--- src/rtl/orchestrator_wrapper.sv ---
// AXI4 pass-through that serialises one transaction at a time and mirrors every
// data beat onto an AXI-Stream monitor port. DATA_W is expected to be 32 or 64.
module orchestrator_wrapper #(
  parameter int DATA_W = 32,
  parameter int ADDR_W = 32,
  parameter int ID_W   = 1
) (
  input  logic                aclk_0,
  input  logic                aresetn_0,
  // slave write address
  input  logic [ID_W-1:0]     s_axi_awid,
  input  logic [ADDR_W-1:0]   s_axi_awaddr,
  input  logic [7:0]          s_axi_awlen,
  input  logic [2:0]          s_axi_awsize,
  input  logic [1:0]          s_axi_awburst,
  input  logic                s_axi_awvalid,
  output logic                s_axi_awready,
  // slave write data
  input  logic [DATA_W-1:0]   s_axi_wdata,
  input  logic [DATA_W/8-1:0] s_axi_wstrb,
  input  logic                s_axi_wlast,
  input  logic                s_axi_wvalid,
  output logic                s_axi_wready,
  // slave write response
  output logic [ID_W-1:0]     s_axi_bid,
  output logic [1:0]          s_axi_bresp,
  output logic                s_axi_bvalid,
  input  logic                s_axi_bready,
  // slave read address
  input  logic [ID_W-1:0]     s_axi_arid,
  input  logic [ADDR_W-1:0]   s_axi_araddr,
  input  logic [7:0]          s_axi_arlen,
  input  logic [2:0]          s_axi_arsize,
  input  logic [1:0]          s_axi_arburst,
  input  logic                s_axi_arvalid,
  output logic                s_axi_arready,
  // slave read data
  output logic [ID_W-1:0]     s_axi_rid,
  output logic [DATA_W-1:0]   s_axi_rdata,
  output logic [1:0]          s_axi_rresp,
  output logic                s_axi_rlast,
  output logic                s_axi_rvalid,
  input  logic                s_axi_rready,
  // master write address
  output logic [ID_W-1:0]     m_axi_awid,
  output logic [ADDR_W-1:0]   m_axi_awaddr,
  output logic [7:0]          m_axi_awlen,
  output logic [2:0]          m_axi_awsize,
  output logic [1:0]          m_axi_awburst,
  output logic                m_axi_awvalid,
  input  logic                m_axi_awready,
  // master write data
  output logic [DATA_W-1:0]   m_axi_wdata,
  output logic [DATA_W/8-1:0] m_axi_wstrb,
  output logic                m_axi_wlast,
  output logic                m_axi_wvalid,
  input  logic                m_axi_wready,
  // master write response
  input  logic [ID_W-1:0]     m_axi_bid,
  input  logic [1:0]          m_axi_bresp,
  input  logic                m_axi_bvalid,
  output logic                m_axi_bready,
  // master read address
  output logic [ID_W-1:0]     m_axi_arid,
  output logic [ADDR_W-1:0]   m_axi_araddr,
  output logic [7:0]          m_axi_arlen,
  output logic [2:0]          m_axi_arsize,
  output logic [1:0]          m_axi_arburst,
  output logic                m_axi_arvalid,
  input  logic                m_axi_arready,
  // master read data
  input  logic [ID_W-1:0]     m_axi_rid,
  input  logic [DATA_W-1:0]   m_axi_rdata,
  input  logic [1:0]          m_axi_rresp,
  input  logic                m_axi_rlast,
  input  logic                m_axi_rvalid,
  output logic                m_axi_rready,
  // monitor stream
  output logic [DATA_W-1:0]   m_axis_tdata,
  output logic [DATA_W/8-1:0] m_axis_tkeep,
  output logic [0:0]          m_axis_tuser,
  output logic                m_axis_tlast,
  output logic                m_axis_tvalid,
  input  logic                m_axis_tready,
  // FSM state observation
  output logic [2:0]          dbg_state
);

  localparam logic [2:0] ST_IDLE    = 3'd0;
  localparam logic [2:0] ST_WR_ADDR = 3'd1;
  localparam logic [2:0] ST_WR_DATA = 3'd2;
  localparam logic [2:0] ST_WR_RESP = 3'd3;
  localparam logic [2:0] ST_RD_ADDR = 3'd4;
  localparam logic [2:0] ST_RD_DATA = 3'd5;

  // Handshake rule used throughout: a transfer happens on the rising edge where
  // valid and ready are both high; a valid, once raised, is held until it transfers.

  logic [2:0]        state_q, state_d;
  logic              active_q, active_d;
  logic [ID_W-1:0]   aw_id_q, aw_id_d;
  logic [ADDR_W-1:0] aw_addr_q, aw_addr_d;
  logic [7:0]        aw_len_q, aw_len_d;
  logic [2:0]        aw_size_q, aw_size_d;
  logic [1:0]        aw_burst_q, aw_burst_d;
  logic [ID_W-1:0]   ar_id_q, ar_id_d;
  logic [ADDR_W-1:0] ar_addr_q, ar_addr_d;
  logic [7:0]        ar_len_q, ar_len_d;
  logic [2:0]        ar_size_q, ar_size_d;
  logic [1:0]        ar_burst_q, ar_burst_d;

  logic st_idle, st_wr_addr, st_wr_data, st_wr_resp, st_rd_addr, st_rd_data;
  logic ar_fire, aw_fire, w_beat, r_beat, b_fire;

  assign st_idle    = (state_q == ST_IDLE);
  assign st_wr_addr = (state_q == ST_WR_ADDR);
  assign st_wr_data = (state_q == ST_WR_DATA);
  assign st_wr_resp = (state_q == ST_WR_RESP);
  assign st_rd_addr = (state_q == ST_RD_ADDR);
  assign st_rd_data = (state_q == ST_RD_DATA);

  // active_q keeps the address readies low while in reset without a
  // combinational path from the reset input.
  assign s_axi_arready = st_idle & active_q;
  assign s_axi_awready = st_idle & active_q & ~s_axi_arvalid;

  assign ar_fire = s_axi_arvalid & s_axi_arready;
  assign aw_fire = s_axi_awvalid & s_axi_awready;
  assign w_beat  = st_wr_data & s_axi_wvalid & m_axi_wready & m_axis_tready;
  assign r_beat  = st_rd_data & m_axi_rvalid & s_axi_rready & m_axis_tready;
  assign b_fire  = st_wr_resp & m_axi_bvalid & s_axi_bready;

  assign m_axi_awid    = aw_id_q;
  assign m_axi_awaddr  = aw_addr_q;
  assign m_axi_awlen   = aw_len_q;
  assign m_axi_awsize  = aw_size_q;
  assign m_axi_awburst = aw_burst_q;
  assign m_axi_awvalid = st_wr_addr;

  assign m_axi_arid    = ar_id_q;
  assign m_axi_araddr  = ar_addr_q;
  assign m_axi_arlen   = ar_len_q;
  assign m_axi_arsize  = ar_size_q;
  assign m_axi_arburst = ar_burst_q;
  assign m_axi_arvalid = st_rd_addr;

  // Three-way joins: each party sees valid/ready only when the other two are ready.
  assign m_axi_wdata  = s_axi_wdata;
  assign m_axi_wstrb  = s_axi_wstrb;
  assign m_axi_wlast  = s_axi_wlast;
  assign m_axi_wvalid = st_wr_data & s_axi_wvalid & m_axis_tready;
  assign s_axi_wready = st_wr_data & m_axi_wready & m_axis_tready;

  assign s_axi_bid    = m_axi_bid;
  assign s_axi_bresp  = m_axi_bresp;
  assign s_axi_bvalid = st_wr_resp & m_axi_bvalid;
  assign m_axi_bready = st_wr_resp & s_axi_bready;

  assign s_axi_rid    = m_axi_rid;
  assign s_axi_rdata  = m_axi_rdata;
  assign s_axi_rresp  = m_axi_rresp;
  assign s_axi_rlast  = m_axi_rlast;
  assign s_axi_rvalid = st_rd_data & m_axi_rvalid & m_axis_tready;
  assign m_axi_rready = st_rd_data & s_axi_rready & m_axis_tready;

  assign m_axis_tvalid = (st_wr_data & s_axi_wvalid & m_axi_wready) |
                         (st_rd_data & m_axi_rvalid & s_axi_rready);
  assign m_axis_tdata  = st_rd_data ? m_axi_rdata : s_axi_wdata;
  assign m_axis_tkeep  = st_rd_data ? {(DATA_W/8){1'b1}} : s_axi_wstrb;
  assign m_axis_tuser  = st_wr_data;
  assign m_axis_tlast  = st_rd_data ? m_axi_rlast : s_axi_wlast;

  assign dbg_state = state_q;

  always_comb begin
    state_d    = state_q;
    active_d   = 1'b1;
    aw_id_d    = aw_id_q;
    aw_addr_d  = aw_addr_q;
    aw_len_d   = aw_len_q;
    aw_size_d  = aw_size_q;
    aw_burst_d = aw_burst_q;
    ar_id_d    = ar_id_q;
    ar_addr_d  = ar_addr_q;
    ar_len_d   = ar_len_q;
    ar_size_d  = ar_size_q;
    ar_burst_d = ar_burst_q;
    case (state_q)
      ST_IDLE: begin
        if (ar_fire) begin
          state_d    = ST_RD_ADDR;
          ar_id_d    = s_axi_arid;
          ar_addr_d  = s_axi_araddr;
          ar_len_d   = s_axi_arlen;
          ar_size_d  = s_axi_arsize;
          ar_burst_d = s_axi_arburst;
        end else if (aw_fire) begin
          state_d    = ST_WR_ADDR;
          aw_id_d    = s_axi_awid;
          aw_addr_d  = s_axi_awaddr;
          aw_len_d   = s_axi_awlen;
          aw_size_d  = s_axi_awsize;
          aw_burst_d = s_axi_awburst;
        end
      end
      ST_WR_ADDR: if (m_axi_awready) state_d = ST_WR_DATA;
      ST_WR_DATA: if (w_beat && s_axi_wlast) state_d = ST_WR_RESP;
      ST_WR_RESP: if (b_fire) state_d = ST_IDLE;
      ST_RD_ADDR: if (m_axi_arready) state_d = ST_RD_DATA;
      ST_RD_DATA: if (r_beat && m_axi_rlast) state_d = ST_IDLE;
      default:    state_d = ST_IDLE;
    endcase
  end

  always_ff @(posedge aclk_0) begin
    if (aresetn_0) begin
      state_q    <= ST_IDLE;
      active_q   <= 1'b0;
      aw_id_q    <= '0;
      aw_addr_q  <= '0;
      aw_len_q   <= '0;
      aw_size_q  <= '0;
      aw_burst_q <= '0;
      ar_id_q    <= '0;
      ar_addr_q  <= '0;
      ar_len_q   <= '0;
      ar_size_q  <= '0;
      ar_burst_q <= '0;
    end else begin
      state_q    <= state_d;
      active_q   <= active_d;
      aw_id_q    <= aw_id_d;
      aw_addr_q  <= aw_addr_d;
      aw_len_q   <= aw_len_d;
      aw_size_q  <= aw_size_d;
      aw_burst_q <= aw_burst_d;
      ar_id_q    <= ar_id_d;
      ar_addr_q  <= ar_addr_d;
      ar_len_q   <= ar_len_d;
      ar_size_q  <= ar_size_d;
      ar_burst_q <= ar_burst_d;
    end
  end

endmodule

--- config.mk ---
export PLATFORM = sky130hd
export DESIGN_NAME = orchestrator_wrapper
export DESIGN_NICKNAME = d
export VERILOG_FILES = /design/src/rtl/orchestrator_wrapper.sv
export SDC_FILE = /design/constraint.sdc
export NUM_CORES = 1
export LEC_CHECK = 0
export BUFFER_PORTS_ARGS = -buffer_cell sky130_fd_sc_hd__buf_2
export CAP_MARGIN = 40
export CORE_AREA = 5 5 154 156
export DETAILED_ROUTE_END_ITERATION = 8
export DIE_AREA = 0 0 159 161
export PLACE_DENSITY = 0.59
export SLEW_MARGIN = 20
export SYNTH_ARGS = -nofsm -noshare
export SYNTH_HDL_FRONTEND = slang
export SYNTH_SLANG_ARGS = --single-unit
--- constraint.sdc ---
create_clock -name aclk_0 -period 1.67 [get_ports aclk_0]
set_input_delay 0.0835 -clock aclk_0 [delete_from_list [all_inputs] [get_ports aclk_0]]
set_output_delay 0.0835 -clock aclk_0 [all_outputs]
set_load 0.02 [all_outputs]
# Word level (Yosys, flattened, before mapping)
# Cells that the tools add are included.
dict set report classes {
  n_mux 12
  n_eq_ne 11
  n_bitwise 22
  n_reduce_logical 6
}
# cell n
set ops {}
lappend ops {{2-to-1 mux 32 bit} 1}
lappend ops {{2-to-1 mux 3 bit} 7}
lappend ops {{bitwise AND 1 bit} 19}
lappend ops {{one-hot mux 3 bit (6 select lines)} 1}
lappend ops {{!= test 2 x 1 -> 1 bit (second input constant)} 5}
lappend ops {{== test 3 x 2 -> 1 bit (second input constant)} 2}
lappend ops {{== test 3 bit (second input constant)} 2}
lappend ops {{AND reduction 6 bit} 1}
lappend ops {{2-to-1 mux 4 bit} 1}
lappend ops {{== test 3 x 1 -> 1 bit (second input constant)} 1}
lappend ops {{logical NOT 3 bit} 1}
lappend ops {{!= test 3 x 1 -> 1 bit (second input constant)} 1}
lappend ops {{AND reduction 3 bit} 1}
lappend ops {{logical AND 1 bit} 2}
lappend ops {{2-to-1 mux 1 bit} 2}
lappend ops {{inverter 1 bit} 2}
lappend ops {{AND reduction 2 bit} 1}
lappend ops {{OR 1 bit} 1}
dict set report totals {
  output_inout_bits 220
  regBits 96
}

# Longest topological paths before layout
dict set report logic_depth {
  depth_word 7
  depth_mapped 7
  mapped_depth_nobuf 4
}

# Least setup slack after synthesis
# Ideal clock, no wire load.
dict set report synth_timing {
  kind {reg2out}
  start {register state_q[1], in the netlist dbg_state[1]}
  end {output port m_axis_tvalid}
  path_buffers 1
  setup_slack_ns -0.122
  stages_incl_launch_ff 6
  arrival_ns 1.708
  path_cell_list {dfxtp_1 clkbuf_2 nor2b_1 nor2b_1 nand3_1 o21ai_0}
}
dict set report synth_via {
  elab_chain_len 4
  word_cells_on_any_way 7
}
# element line
set synth_lines {}
lappend synth_lines {{from (decl)} 99} ;# logic [2:0] state_q, state_d;
lappend synth_lines {{from (signal assigned)} 230} ;# state_q <= state_d;
lappend synth_lines {{== test 3 x 2 -> 1 bit} 117} ;# assign st_wr_data = (state_q == ST_WR_DATA);
lappend synth_lines {{net m_axis_tuser} 81} ;# output logic [0:0] m_axis_tuser,
lappend synth_lines {{bitwise AND 1 bit (2 in a row)} 166} ;# assign m_axis_tvalid = (st_wr_data & s_axi_wvalid & m_axi_wready) |
lappend synth_lines {{OR 1 bit} 166}
lappend synth_lines {{to (decl)} 83} ;# output logic m_axis_tvalid,
# The timed path passes the listed nets, and every way through them passes these cells.

# Final worst setup path
dict set report layout_timing {
  start {register state_q[1], in the netlist dbg_state[1]}
  end {output port m_axis_tdata[6]}
}
dict set report layout_via {
  elab_chain_len 2
}
# element line
set layout_lines {}
lappend layout_lines {{== test 3 bit} 120} ;# assign st_rd_data = (state_q == ST_RD_DATA);
lappend layout_lines {{2-to-1 mux 32 bit} 168} ;# assign m_axis_tdata = st_rd_data ? m_axi_rdata : s_axi_wdata;
lappend layout_lines {{to (decl)} 79} ;# output logic [DATA_W-1:0] m_axis_tdata,
# Every way passes these cells.

==> summary.txt <==
Setup path
  – Critical path startpoint category: register
  – Sequence of cells on the critical path: and2b_2, nand2_4, buf_12, buf_16, mux2_4, buf_6
  – Cell family with the largest share of critical-path delay: buffers and inverters
  – Endpoint of the worst register-to-register path: m_axi_awlen[1]
  – Critical path's slowest cell: sky130_fd_sc_hd__dfxtp_4
  – Sort of element at the end of the critical path: output pin
  – Max stage delay on crit path: 0.35 ns
  – Number of buffer and inverter instances along the worst setup path: 3
  – Startpoint of the worst register-to-register path: dbg_state[1]
  – Setup slack on the worst flop-to-flop path: -0.14 ns
  – Data arrival time at the worst-slack endpoint: 1.75 ns
  – Maximum fanout encountered on the critical timing path: 6
  – Depth of the most critical reg-to-reg path: 9
  – Critical path class: reg -> out
  – Required @ worst endpoint: 1.59 ns

Synthesis
  – Number of synthesized flops with an enable pin: 0
  – Cells after Synth: 572
  – Flip-flop cell with the highest count after synthesis: sky130_fd_sc_hd__dfxtp_1
  – Async set-or-reset flop fraction in the synthesized netlist: 0%
  – Synthesized area per cell: 7.99 um2
  – Number of unique standard cell types used by synthesis: 33
  – Total standard cell area after synthesis: roughly 0.0046 mm2
  – Ys Warns: 0
  – Yosys reg bits: 96
  – Register area share after synthesis: 42.0%
  – Syn_nets: between 700 and 800

GRT
  – Global-route usage over all layers: between 10% and 20%
  – Vias in the first global route: 5,794
  – Maximum number of pins on one net before global-route repair: 47
  – Leftover overflow at the end of global routing: 0
  – Initial antenna violation count: 7
  – First-pass GRT wire length: 34.6 mm

Floorplanning
  – Core footprint: 0.0222 mm2
  – Die area: 0.0256 mm2
  – Count of standard-cell rows: 55
  – Horizontal die dimension: around 160 um
  – Die height: 161 um
  – Starting density of the core: 20.6%
  – Count of pins on the block boundary: roughly 400

Placed design
  – Worst setup timing slack at the placement stage: 0.00487 ns
  – Detail Placement HPWL: 16.5 mm
  – Weighted congestion at the end of routability-driven global placement: 0.898
  – Count of placed standard cells including taps: 1,146
  – Number of buffers added on ports: 388

Power
  – Total power: 7.75 mW
  – Leakage: about 4.4 nW
  – Sequential power share: around a third
  – Switching share of power: 32.4%
  – Highest ir drop seen on vdd: 0.560 mV
  – Power per cell area: 857 mW/mm2
  – Net switching power: 2.52 mW
  – Internal portion of total power: 5.24 mW
  – Clock network power share: 30.7%
  – Combinational share of power: 36.1%

Cells and area
  – Synthesis-to-finish area growth: 97.8%
  – Commonest cells after routing, fill and taps aside: 352 x sky130_fd_sc_hd__buf_2, 134 x sky130_fd_sc_hd__nand2_1, 94 x sky130_fd_sc_hd__dfxtp_1
  – Final Net Count: 1,180
  – Most common cell after layout, fill and taps aside: sky130_fd_sc_hd__buf_2
  – Non-filler instance count after layout: 1,293
  – Fraction of layout instances using a drive strength above 1: 59.6%

Drt
  – Antenna Nets Post-Route: 0
  – Number of iterations in the first detailed-routing pass: 4
  – Vias per Instance: 4.39
  – Starting DRT DRC Count: between 300 and 400
  – Wire length per cell: between 15 and 20 um
  – Post-detailed-route DRC marker count: 0
  – Total Wirelength: 25.0 mm
  – Via total after detailed routing: 5,672

STA
  – Pins Over Slew Limit: 0
  – Total count of hold-check failures in the final report: 0
  – Worst hold slack across all endpoints: 0.167 ns
  – Final worst-path setup slack: -0.161 ns
  – Fin crit share: 110%
  – Max transition margin: 62.3%
  – Post-layout min period: 1.83 ns
  – Maximum operating frequency: 546 MHz
  – Number of setup violations in the final report: 133
  – Transition time of the tightest slew-check pin: 0.566 ns
  – RSZ-0062 raised after global routing: yes
  – Clock tree skew after final layout: ~0.0075 ns

Min path
  – Terminating pin of the worst hold path: s_axi_bid
  – HP Class: in -> out
  – Startpoint of the lowest-slack hold path: m_axi_bid
  – Hold-critical path depth: 0

Clock tree
  – Bufs on Longest Clock Path: 2
  – Number of clock sinks seen by CTS: 96
  – Clk root buf: sky130_fd_sc_hd__clkbuf_16
  – Clock tree from TritonCTS: built
  – H-tree depth reported by CTS: 3
  – Clk_lat worst skew: 0.34 ns
  – Clock transition time at the flip-flop clock pins of the worst setup and hold paths: ~0.07 ns
  – TritonCTS buffer count: 9

Run status
  – Violations in the final reports: negative setup slack
  – Run status: complete, but fails checks

Flow run
  – MaxCap Viol Count: 0
-- final cells by class --
cell class | count | area (um2)
clock buffers | 9 | 225
multi-input cells | 360 | 2480
inverters | 4 | 15.0
fillers | 2181 | 13200
repair buffers | 528 | 3910
diodes | 4 | 10.0
well taps | 285 | 357
clock inverters | 7 | 118
flip-flops and latches | 96 | 1930
-- synthesized netlist by cell type, types with 2 or more instances --
master	count	area share [%]
sky130_fd_sc_hd__and3_1	6	0.82
sky130_fd_sc_hd__nor2_1	4	0.33
sky130_fd_sc_hd__nand3_1	2	0.22
sky130_fd_sc_hd__buf_4	79	13
sky130_fd_sc_hd__clkbuf_1	20	1.6
sky130_fd_sc_hd__buf_2	3	0.33
sky130_fd_sc_hd__nor2b_1	5	0.68
sky130_fd_sc_hd__buf_6	9	2.2
sky130_fd_sc_hd__and2_1	2	0.27
sky130_fd_sc_hd__nand2b_1	6	0.82
sky130_fd_sc_hd__a21oi_1	94	10
sky130_fd_sc_hd__dfxtp_1	96	42
sky130_fd_sc_hd__nand2_1	190	16
sky130_fd_sc_hd__mux2_2	32	7.9
sky130_fd_sc_hd__inv_1	4	0.33
sky130_fd_sc_hd__o21ai_0	3	0.33
-- metal layers --
layer	GRT usage, %	wire length, um
met1	18.0	8810
met3	5.00	1870
met4	8.34	1090
met5	0	0
met2	31.9	13200
-- power groups by stage --
stage               clock network, mW  logic (mW)  registers, mW
floorplan                           0        1.01           2.83
global placement                    0        1.92           2.61
detailed placement                  0        1.92           2.61
CTS                              2.46        2.51           2.55
global route                     2.56        2.97           2.59
finish                           2.38        2.80           2.57
-- cells by family after synthesis --
logic type / Yosys count / synth area share [%]
AO/OA/AOI/OAI: 104 / 11.9
buffers and inverters: 116 / 17.6
AND/OR/NAND/NOR: 224 / 20.6
multiplexers: 32 / 7.88
flip-flops: 96 / 42.0
-- how the worst max path moves through the flow --
stage,startpoint,to,cells after the start
3_5_place_dp,dbg_state[0],m_axi_awlen[4],6
2_1_floorplan,dbg_state[1],m_axis_tdata[28],6
4_1_cts,dbg_state[1],m_axis_tdata[3],6
6_report,dbg_state[1],m_axis_tdata[6],6
3_3_place_gp,dbg_state[0],m_axi_awaddr[25],6
5_1_grt,dbg_state[1],m_axi_awlen[1],9
-- registers in the layout, indices dropped and copies added, names as in the netlist --
| signal | cells |
|---|---|
| m_axi_arid | 1 |
| m_axi_awid | 1 |
| m_axi_arsize | 3 |
| m_axi_awaddr | 32 |
| active_q | 1 |
| m_axi_arlen | 8 |
| m_axi_araddr | 32 |
| m_axi_awburst | 2 |
| m_axi_arburst | 2 |
| m_axi_awsize | 3 |
| dbg_state | 3 |
| m_axi_awlen | 8 |
-- stage by stage --
stage	area, um2	setup TNS [ns]	utilization, %
final	9040	-9.75	40.7
after global placement	6300	0	28.3
after CTS	8390	-11.42	37.7
after floorplan	4580	0	-
after detailed placement	6300	0	28.3
after global routing	9040	-23.75	40.7
-- repair_timing --
action,4_1_cts,5_1_grt
gates cloned,12,4
pin swaps,12,61
hold buffers,92,0
setup endpoints to repair,51,139
buffers inserted,18,5
gates resized for setup,91,180
hold endpoints to repair,92,0
Note: power is estimated with default switching activity, not from simulation.
